`config.mk`:
```
export PLATFORM = sky130hd
export DESIGN_NAME = trig_link_sequencer
export DESIGN_NICKNAME = d
export VERILOG_FILES = /design/src/rtl/trig_link_pkg.sv /design/src/rtl/trig_test_pattern_gen.sv /design/src/rtl/trig_link_sequencer.sv
export SDC_FILE = /design/constraint.sdc
export NUM_CORES = 1
export LEC_CHECK = 0
export BUFFER_PORTS_ARGS = -buffer_cell sky130_fd_sc_hd__buf_2
export CORE_MARGIN = 3
export CORE_UTILIZATION = 45
export CTS_BUF_LIST = sky130_fd_sc_hd__clkbuf_4
export DETAILED_ROUTE_END_ITERATION = 6
export PLACE_DENSITY = 0.71
export SYNTH_ARGS = -nofsm -noshare
export SYNTH_HDL_FRONTEND = slang
export SYNTH_SLANG_ARGS = --single-unit
```
`constraint.sdc`:
```
create_clock -name clk_160 -period 3.1 [get_ports clk_160]
set_clock_uncertainty 0.15 [all_clocks]
set_input_delay 0.93 -clock clk_160 [delete_from_list [all_inputs] [get_ports clk_160]]
set_output_delay 0.93 -clock clk_160 [all_outputs]
set_load 0.02 [all_outputs]
```
`src/rtl/trig_link_pkg.sv`:
```
// Shared constants for the trigger-link bring-up sequencer.
// Link FSM states, test-pattern modes and GEM payload geometry.
package trig_link_pkg;

  localparam int GEM_LINK_W = 56;
  localparam int N_LINKS    = 2;
  localparam int GEM_W      = GEM_LINK_W * N_LINKS;
  localparam int FC_W       = 16;
  localparam int WI_W       = 7;

  typedef enum logic [2:0] {
    ST_IDLE      = 3'd0,
    ST_WAIT_LOCK = 3'd1,
    ST_WAIT_RST  = 3'd2,
    ST_SETTLE    = 3'd3,
    ST_ALIGN     = 3'd4,
    ST_RUN       = 3'd5
  } link_state_e;

  typedef enum logic [1:0] {
    TM_LIVE  = 2'd0,
    TM_ZERO  = 2'd1,
    TM_COUNT = 2'd2,
    TM_WALK  = 2'd3
  } test_mode_e;

endpackage

```
`src/rtl/trig_test_pattern_gen.sv`:
```
// Frame counter and walking-one generator, one step per payload latch.
// Ports: run_i (next state is RUN), strobe_i (latch), frame_cnt_o, walk_o.
module trig_test_pattern_gen
  import trig_link_pkg::*;
(
  input  logic             clk_160,
  input  logic             reset_n,
  input  logic             run_i,
  input  logic             strobe_i,
  output logic [FC_W-1:0]  frame_cnt_o,
  output logic [GEM_W-1:0] walk_o
);

  localparam logic [WI_W-1:0] WI_LAST = WI_W'(GEM_W - 1);

  logic [FC_W-1:0] fc_q, fc_d;
  logic [WI_W-1:0] wi_q, wi_d;

  always_comb begin
    fc_d = fc_q;
    wi_d = wi_q;
    if (!run_i) begin
      fc_d = '0;
      wi_d = '0;
    end else if (strobe_i) begin
      fc_d = fc_q + 1'b1;
      wi_d = (wi_q == WI_LAST) ? '0 : wi_q + 1'b1;
    end
  end

  always_ff @(posedge clk_160 or negedge reset_n) begin
    if (!reset_n) begin
      fc_q <= '0;
      wi_q <= '0;
    end else begin
      fc_q <= fc_d;
      wi_q <= wi_d;
    end
  end

  assign frame_cnt_o = fc_q;
  assign walk_o      = {{(GEM_W-1){1'b0}}, 1'b1} << wi_q;

endmodule

```
`src/rtl/trig_link_sequencer.sv`:
```
// Trigger-link bring-up FSM, payload source select and drop-out count.
// In: clk_160, reset_n, link/MGT status, test_mode, gem_data_i, overflow_i.
// Out: ready, gem_data_o, overflow_o, link_state, drop_cnt.
module trig_link_sequencer
  import trig_link_pkg::*;
#(
  parameter int SETTLE_CYCLES = 1024,
  parameter int ALIGN_FRAMES  = 64,
  parameter int DROP_CNT_W    = 8
) (
  input  logic                  clk_160,
  input  logic                  reset_n,
  input  logic                  link_enable,
  input  logic                  tx_pll_locked,
  input  logic                  tx_reset_done,
  input  logic [1:0]            test_mode,
  input  logic [GEM_W-1:0]      gem_data_i,
  input  logic                  overflow_i,
  output logic                  ready,
  output logic [GEM_W-1:0]      gem_data_o,
  output logic                  overflow_o,
  output logic [2:0]            link_state,
  output logic [DROP_CNT_W-1:0] drop_cnt
);

  localparam int ALIGN_CYCLES = ALIGN_FRAMES * 4;
  localparam int WAIT_MAX =
    (SETTLE_CYCLES > ALIGN_CYCLES) ? SETTLE_CYCLES : ALIGN_CYCLES;
  localparam int WAIT_W = $clog2(WAIT_MAX + 1);
  localparam logic [WAIT_W-1:0] SETTLE_LAST = WAIT_W'(SETTLE_CYCLES - 1);
  localparam logic [WAIT_W-1:0] ALIGN_LAST  = WAIT_W'(ALIGN_CYCLES - 1);

  link_state_e           state_q, state_d;
  logic [WAIT_W-1:0]     wait_q, wait_d;
  logic                  ready_q, ready_d;
  logic [1:0]            phase_q, phase_d;
  logic [GEM_W-1:0]      data_q, data_d;
  logic                  ovf_q, ovf_d;
  logic [DROP_CNT_W-1:0] drop_q, drop_d;

  logic                  run_d;
  logic                  latch;
  logic                  drop_evt;
  logic [FC_W-1:0]       frame_cnt;
  logic [GEM_W-1:0]      walk;

  always_comb begin
    state_d = state_q;
    if (state_q != ST_IDLE && !link_enable) begin
      state_d = ST_IDLE;
    end else if (state_q != ST_IDLE && !tx_pll_locked) begin
      state_d = ST_WAIT_LOCK;
    end else if (state_q inside {ST_SETTLE, ST_ALIGN, ST_RUN}
                 && !tx_reset_done) begin
      state_d = ST_WAIT_RST;
    end else begin
      case (state_q)
        ST_IDLE:      if (link_enable)            state_d = ST_WAIT_LOCK;
        ST_WAIT_LOCK:                             state_d = ST_WAIT_RST;
        ST_WAIT_RST:  if (tx_reset_done)          state_d = ST_SETTLE;
        ST_SETTLE:    if (wait_q == SETTLE_LAST)  state_d = ST_ALIGN;
        ST_ALIGN:     if (wait_q == ALIGN_LAST)   state_d = ST_RUN;
        ST_RUN:                                   state_d = ST_RUN;
        default:                                  state_d = ST_IDLE;
      endcase
    end
  end

  // One counter serves both timed windows; it restarts on every state change.
  always_comb begin
    wait_d = '0;
    if (state_d == state_q
        && (state_q == ST_SETTLE || state_q == ST_ALIGN)) begin
      wait_d = wait_q + 1'b1;
    end
  end

  // Phase tracks the frame builder: 0 on the first RUN cycle, then wraps.
  // The latch fires on RUN entry and at each phase-3 frame boundary.
  always_comb begin
    run_d    = (state_d == ST_RUN);
    ready_d  = run_d;
    phase_d  = (run_d && ready_q) ? phase_q + 2'd1 : 2'd0;
    latch    = run_d && (phase_q == 2'd3 || !ready_q);
    drop_evt = (state_q == ST_RUN) && !run_d && link_enable;
  end

  always_comb begin
    drop_d = drop_q;
    if (drop_evt && drop_q != '1) begin
      drop_d = drop_q + 1'b1;
    end
  end

  always_comb begin
    data_d = data_q;
    ovf_d  = ovf_q;
    if (latch) begin
      unique case (test_mode_e'(test_mode))
        TM_LIVE: begin
          data_d = gem_data_i;
          ovf_d  = overflow_i;
        end
        TM_ZERO: begin
          data_d = '0;
          ovf_d  = 1'b0;
        end
        TM_COUNT: begin
          data_d = {(GEM_W/FC_W){frame_cnt}};
          ovf_d  = 1'b0;
        end
        TM_WALK: begin
          data_d = walk;
          ovf_d  = 1'b0;
        end
      endcase
    end
  end

  always_ff @(posedge clk_160 or negedge reset_n) begin
    if (!reset_n) begin
      state_q <= ST_IDLE;
      wait_q  <= '0;
      ready_q <= 1'b0;
      phase_q <= 2'd0;
      data_q  <= '0;
      ovf_q   <= 1'b0;
      drop_q  <= '0;
    end else begin
      state_q <= state_d;
      wait_q  <= wait_d;
      ready_q <= ready_d;
      phase_q <= phase_d;
      data_q  <= data_d;
      ovf_q   <= ovf_d;
      drop_q  <= drop_d;
    end
  end

  trig_test_pattern_gen u_pat (
    .clk_160     (clk_160),
    .reset_n     (reset_n),
    .run_i       (run_d),
    .strobe_i    (latch),
    .frame_cnt_o (frame_cnt),
    .walk_o      (walk)
  );

  assign ready      = ready_q;
  assign gem_data_o = data_q;
  assign overflow_o = ovf_q;
  assign link_state = state_q;
  assign drop_cnt   = drop_q;

endmodule

```
======== After elaboration in Yosys (flattened, before gate mapping) ========
Index checks and enable logic that the tools add are counted.
word-level totals
  logic and storage cells ................. 69
  output and inout port bits .............. 125
  register bits after elaboration ......... 161
cells by class
  add/sub/neg operators ................... 5
  shifts and indexed selects .............. 1
  equal/unequal tests ..................... 16
  reduce and logical (&&, ||, !) cells .... 21
  mux-type cells .......................... 17
operators with widths
  operator                                                count
  one-hot mux 112 bit (4 select lines)                    1
  left shift 1 x 7 -> 112 bit (first input constant)      1
  2-to-1 mux 16 bit                                       2
  2-to-1 mux 3 bit                                        7
  2-to-1 mux 7 bit                                        3
  one-hot mux 3 bit (6 select lines)                      1
  adder 16 x 1 -> 16 bit (second input constant)          1
  adder 11 x 1 -> 11 bit (second input constant)          1
  equality test 11 x 10 -> 1 bit (second input constant)  1
  equality test 11 x 8 -> 1 bit (second input constant)   1
  2-to-1 mux 11 bit                                       1
  equality test 3 bit (second input constant)             3
  logical AND 1 bit                                       9
  adder 8 x 1 -> 8 bit (second input constant)            1
  != test 8 bit (second input constant)                   1
  adder 7 x 1 -> 7 bit (second input constant)            1
  equality test 7 bit (second input constant)             1
  equality test 2 bit (second input constant)             3
  equality test 3 x 2 -> 1 bit (second input constant)    2
  nonzero test 3 bit                                      2
  logical NOT 1 bit                                       5
  equality test 3 x 1 -> 1 bit (second input constant)    1
  equality test 3 bit                                     1
  logical NOT 3 bit                                       1
  8 further kinds                                         9

======== Logic depth before layout (Yosys ltp) ========
  word-level depth ........................ 11
  mapped depth ............................ 11
  gate-level depth less buffers ........... 9

======== Hierarchy ========
Synthesis repeated with hierarchy kept, for this count alone.
second synthesis, totals
  cells, all modules ...................... 1190
  area, all modules ....................... 9253.9 um^2
modules (own cells, without submodules)
  module                 seq. area each (um^2)  instances  area each (um^2)  cells each
  trig_link_sequencer    3453.3                 1          7375.8            903
  trig_test_pattern_gen  575.6                  1          1878.1            287

======== Least setup slack after synthesis ========
OpenSTA, ideal clock, no wires.
  path type ............................... in2reg
  from .................................... input tx_reset_done
  to ...................................... register drop_q[4], in the netlist drop_cnt[4]
  setup slack ............................. 0.367 ns
  stages on the path ...................... 8
  path buffers ............................ 0
  data arrival time ....................... 2.451 ns
  path through ............................ mux2_1 > a22oi_1 > o21a_1 > nand3_1 > nand2_2 > inv_2 > or4b_1 > xnor2_1
on the way
  cells in the longest elaborated chain, start to end .. 10
ends and longest elaborated chain
  element                                                                  line                                                  source
  from (decl)                                                              trig_link_sequencer.sv:15                             input logic tx_reset_done,
  2-to-1 mux 3 bit or logical NOT 1 bit (tied branches)                    trig_link_sequencer.sv:60, trig_link_sequencer.sv:54
  one-hot mux 3 bit (6 select lines) or logical AND 1 bit (tied branches)  trig_link_sequencer.sv:57, trig_link_sequencer.sv:54
  2-to-1 mux 3 bit (*)                                                     trig_link_sequencer.sv:53                             end else if (state_q inside {ST_SETTLE, ST_ALIGN, ST_RUN}
  2-to-1 mux 3 bit (*)                                                     trig_link_sequencer.sv:51                             end else if (state_q != ST_IDLE && !tx_pll_locked) begin
  2-to-1 mux 3 bit (*)                                                     trig_link_sequencer.sv:49                             if (state_q != ST_IDLE && !link_enable) begin
  equality test 3 bit (*)                                                  trig_link_sequencer.sv:81                             run_d = (state_d == ST_RUN);
  via ready_d                                                              trig_link_sequencer.sv:35                             logic ready_q, ready_d;
  logical NOT 1 bit (*)                                                    --
  logical AND 1 bit (*) (2 in a row)                                       trig_link_sequencer.sv:85                             drop_evt = (state_q == ST_RUN) && !run_d && link_enable;
  logical AND 1 bit (*)                                                    trig_link_sequencer.sv:90                             if (drop_evt && drop_q != '1) begin
  to (signal assigned)                                                     trig_link_sequencer.sv:136                            drop_q <= drop_d;
  to (decl)                                                                trig_link_sequencer.sv:39                             logic [DROP_CNT_W-1:0] drop_q, drop_d;
Mark *: on every way through the listed nets, which the timed path passes. The rest lies on a longest branch.
A chain may end at the register's enable or synchronous reset.

======== Worst setup path in the final report ========
  from .................................... register wait_q[0]
  to ...................................... register data_q[45], in the netlist gem_data_o[45]
on the way
  cells in the longest elaborated chain, start to end .. 8
ends and longest elaborated chain
  element                                                                          line                                                  source
  from (decl)                                                                      trig_link_sequencer.sv:34                             logic [WAIT_W-1:0] wait_q, wait_d;
  from (signal assigned)                                                           trig_link_sequencer.sv:131                            wait_q <= wait_d;
  equality test 11 x 8 -> 1 bit or equality test 11 x 10 -> 1 bit (tied branches)  trig_link_sequencer.sv:62, trig_link_sequencer.sv:61
  2-to-1 mux 3 bit (on tied branches)                                              trig_link_sequencer.sv:62, trig_link_sequencer.sv:61
  one-hot mux 3 bit (6 select lines) (*)                                           trig_link_sequencer.sv:57                             case (state_q)
  2-to-1 mux 3 bit (*)                                                             trig_link_sequencer.sv:53
  2-to-1 mux 3 bit (*)                                                             trig_link_sequencer.sv:51
  2-to-1 mux 3 bit (*)                                                             trig_link_sequencer.sv:49
  equality test 3 bit (*)                                                          trig_link_sequencer.sv:81
  logical AND 1 bit (*)                                                            trig_link_sequencer.sv:84                             latch = run_d && (phase_q == 2'd3 || !ready_q);
  to (signal assigned)                                                             trig_link_sequencer.sv:134                            data_q <= data_d;
  to (decl)                                                                        trig_link_sequencer.sv:37                             logic [GEM_W-1:0] data_q, data_d;
Every way passes the cells marked *; elsewhere a longest branch is shown, timed or not.

==> reports/results.ini <==
[run_status]
status=complete, no violations

[synthesis]
synthCells=975
synth_cell_types=54
yosysWarnings=0
syn_nets=1105
synth_area_um2=8603
syn_area_per_cell_um2=8.824
seq_area_frac_synth_pct=46.83
synth_seq_cells=161
synth-edff-count=0
async_reset_ff_share_pct=100.0
synth_ff_type=dfrtp_1

[pwr]
p_per_area_nw_per_um2=385.9
finalPower_mw=4.020
p_leak_nw=4.890
vdd_drop_max_mv=0.2535

[clocking]
ctsHoldBuffers=0
cts_buffers=17
cts_resized=0
postCtsSetupBuffers=0
cts.sinks=161
cts_max_level=4
clkLatencyLatePin_ns=0.57
cts_max_path_buffers=2
cts_tree=done
clk_pin_slew_ns=0.14
clockRootBuffer=clkbuf_4

[timing]
setup_tns_ns=0
maxSlewHeadroom_pct=56.23
min_period_over_period_pct=84.91
finalHoldViolations=0
tightest_slew_ns=0.6516
finalSetupViolCount=0
finalMaxSlewViolations=0
min_period_ns=2.632
timing.fmax_ghz=0.3799
rsz0062_at_grt=false

[final_layout]
syn_to_final_growth_pct=21.09
drive_above_1_share_pct=27.27
regArea_um2=4029
layout_common_cells=242 x buf_2, 165 x nand2_1, 161 x dfrtp_1
multi_input_area_um2=4133
nFillCells=1717
utilization_pct=56.64
layout.nets=1316
final_common_cell=buf_2

[route]
drt_iter0_markers=871
viasPerCell=5.926
drc_errors=0
detail_route.wl_per_cell_um=21.76
wl_met3_um=3380
wirelength_um=31160
via_count=8486
drtPass1Iterations=7
wl_met1_um=12170
met2_length_um=14040
antenna_left=0
dr.max_layer_used=met5

[floorplan]
die_area_um2=20810
die_w_um=144.3
core-area_um2=18390
placementRows=49
ios=245
fp.dieH_um=144.3
initial_utilization_pct=46.78

[global_routing]
grt_pass1_wl_um=45210
antenna_found_initial=6
grt_start_max_net_pins=63
grt-ovfl-total=0
grt_usage_pct=28.97
grt_pass1_vias=7701

[setup_path]
crit_type=reg -> reg
path_cells=ha_1, nand3_2, or3_1, o21a_1, a311o_2, buf_4, buf_12, nand2_1, o21ai_0
critPathBufInv=2
critPathMaxStageDelay_ns=0.40
critical_path_required_ns=3.41
endpoint_kind=flop
critPathLaunchType=flop
crit_arrival_ns=2.94
crit_slowest_cell=dfrtp_1
cp_max_fo=56
crit_family=compound AO/OA/AOI/OAI gates

[placement]
routabilityCongestion=0.9991
dpl.hpwl_um=22390
port_buffers=244

[run]
cap_violations=0

[min_path]
hold_class=in -> async

-- layout make-up --
class,instances,share of cell area [%]
Clock buffer,20,1.441
Timing Repair Buffer,275,15.00
Antenna cell,4,0.09608
Tap cell,229,2.750
Clock inverter,12,1.754
Sequential cell,161,38.67
Inverter,17,0.6125
Multi-Input combinational cell,714,39.67
-- report_power, final --
part / switching [mW] / total (mW) / leakage, nW / internal [mW]
logic: 0.240 / 0.420 / 2.47 / 0.181
clock network: 0.791 / 1.46 / 0.170 / 0.671
registers: 0.0281 / 2.14 / 2.25 / 2.11
total: 1.06 / 4.02 / 4.89 / 2.96
-- through the flow --
step / instance area (um2) / cells / setup slack [ns] / hold slack [ns]
after floorplan: 8603 / 975 / 0.3670 / 0.2650
after CTS: 10410 / 1428 / 0.4756 / 0.1492
final: 10420 / 1432 / 0.4678 / 0.1752
after detailed placement: 10070 / 1396 / 0.1876 / 0.2847
after global routing: 10410 / 1430 / 0.2582 / 0.1707
after global placement: 10070 / 1396 / 0.2112 / 0.2817
-- sequential cells by signal (all words and copies together) (netlist names) --
name,flops
u_pat.frame_cnt_o,16
u_pat.wi_q,7
gem_data_o,112
overflow_o,1
link_state,3
wait_q,11
phase_q,2
ready,1
drop_cnt,8
-- cells in the mapped netlist (14+ instances only) --
| library cell | count | share of area [%] |
|---|---|---|
| inv_1 | 14 | 0.61 |
| nand2_1 | 165 | 7.2 |
| nand3_1 | 20 | 1.2 |
| o22ai_1 | 29 | 2.1 |
| dfrtp_1 | 161 | 47 |
| nor2_1 | 69 | 3.0 |
| a21oi_1 | 93 | 5.4 |
| o21ai_0 | 89 | 5.2 |
| o21ai_1 | 18 | 1.0 |
| clkbuf_1 | 67 | 2.9 |
| xor2_1 | 17 | 1.7 |
| o22a_1 | 76 | 7.7 |
-- cell families after synthesis --
group / after synthesis / synth area share [%]
fa+ha+maj: 10 / 1.454
mux: 22 / 3.170
xor+xnor: 30 / 3.054
simple gates: 318 / 16.32
flops: 161 / 46.83
compound gates: 334 / 24.03
buf+inv: 100 / 5.148
-- metal layers --
metal	global-route usage [%]	up-vias
met4	13.21	8
li1	-	3880
met1	38.22	3975
met3	7.771	106
met2	44.86	517
met5	0	-
-- worst paths after layout --
| path | from | to | slack, ns | cells past startpoint |
|---|---|---|---|---|
| min in group clk_160 | phase_q[0] | phase_q[0] | 0.30 | 1 |
| hold / removal | reset_n | gem_data_o[100] | 0.18 | 1 |
| hold reg to reg | phase_q[0] | phase_q[0] | 0.30 | 1 |
| max in group asynchronous | reset_n | gem_data_o[33] | 1.90 | 2 |
| setup reg to reg | wait_q[0] | gem_data_o[45] | 0.47 | 9 |
| setup / recovery | wait_q[0] | gem_data_o[45] | 0.47 | 9 |
Note: power is estimated with default switching activity, not from simulation.
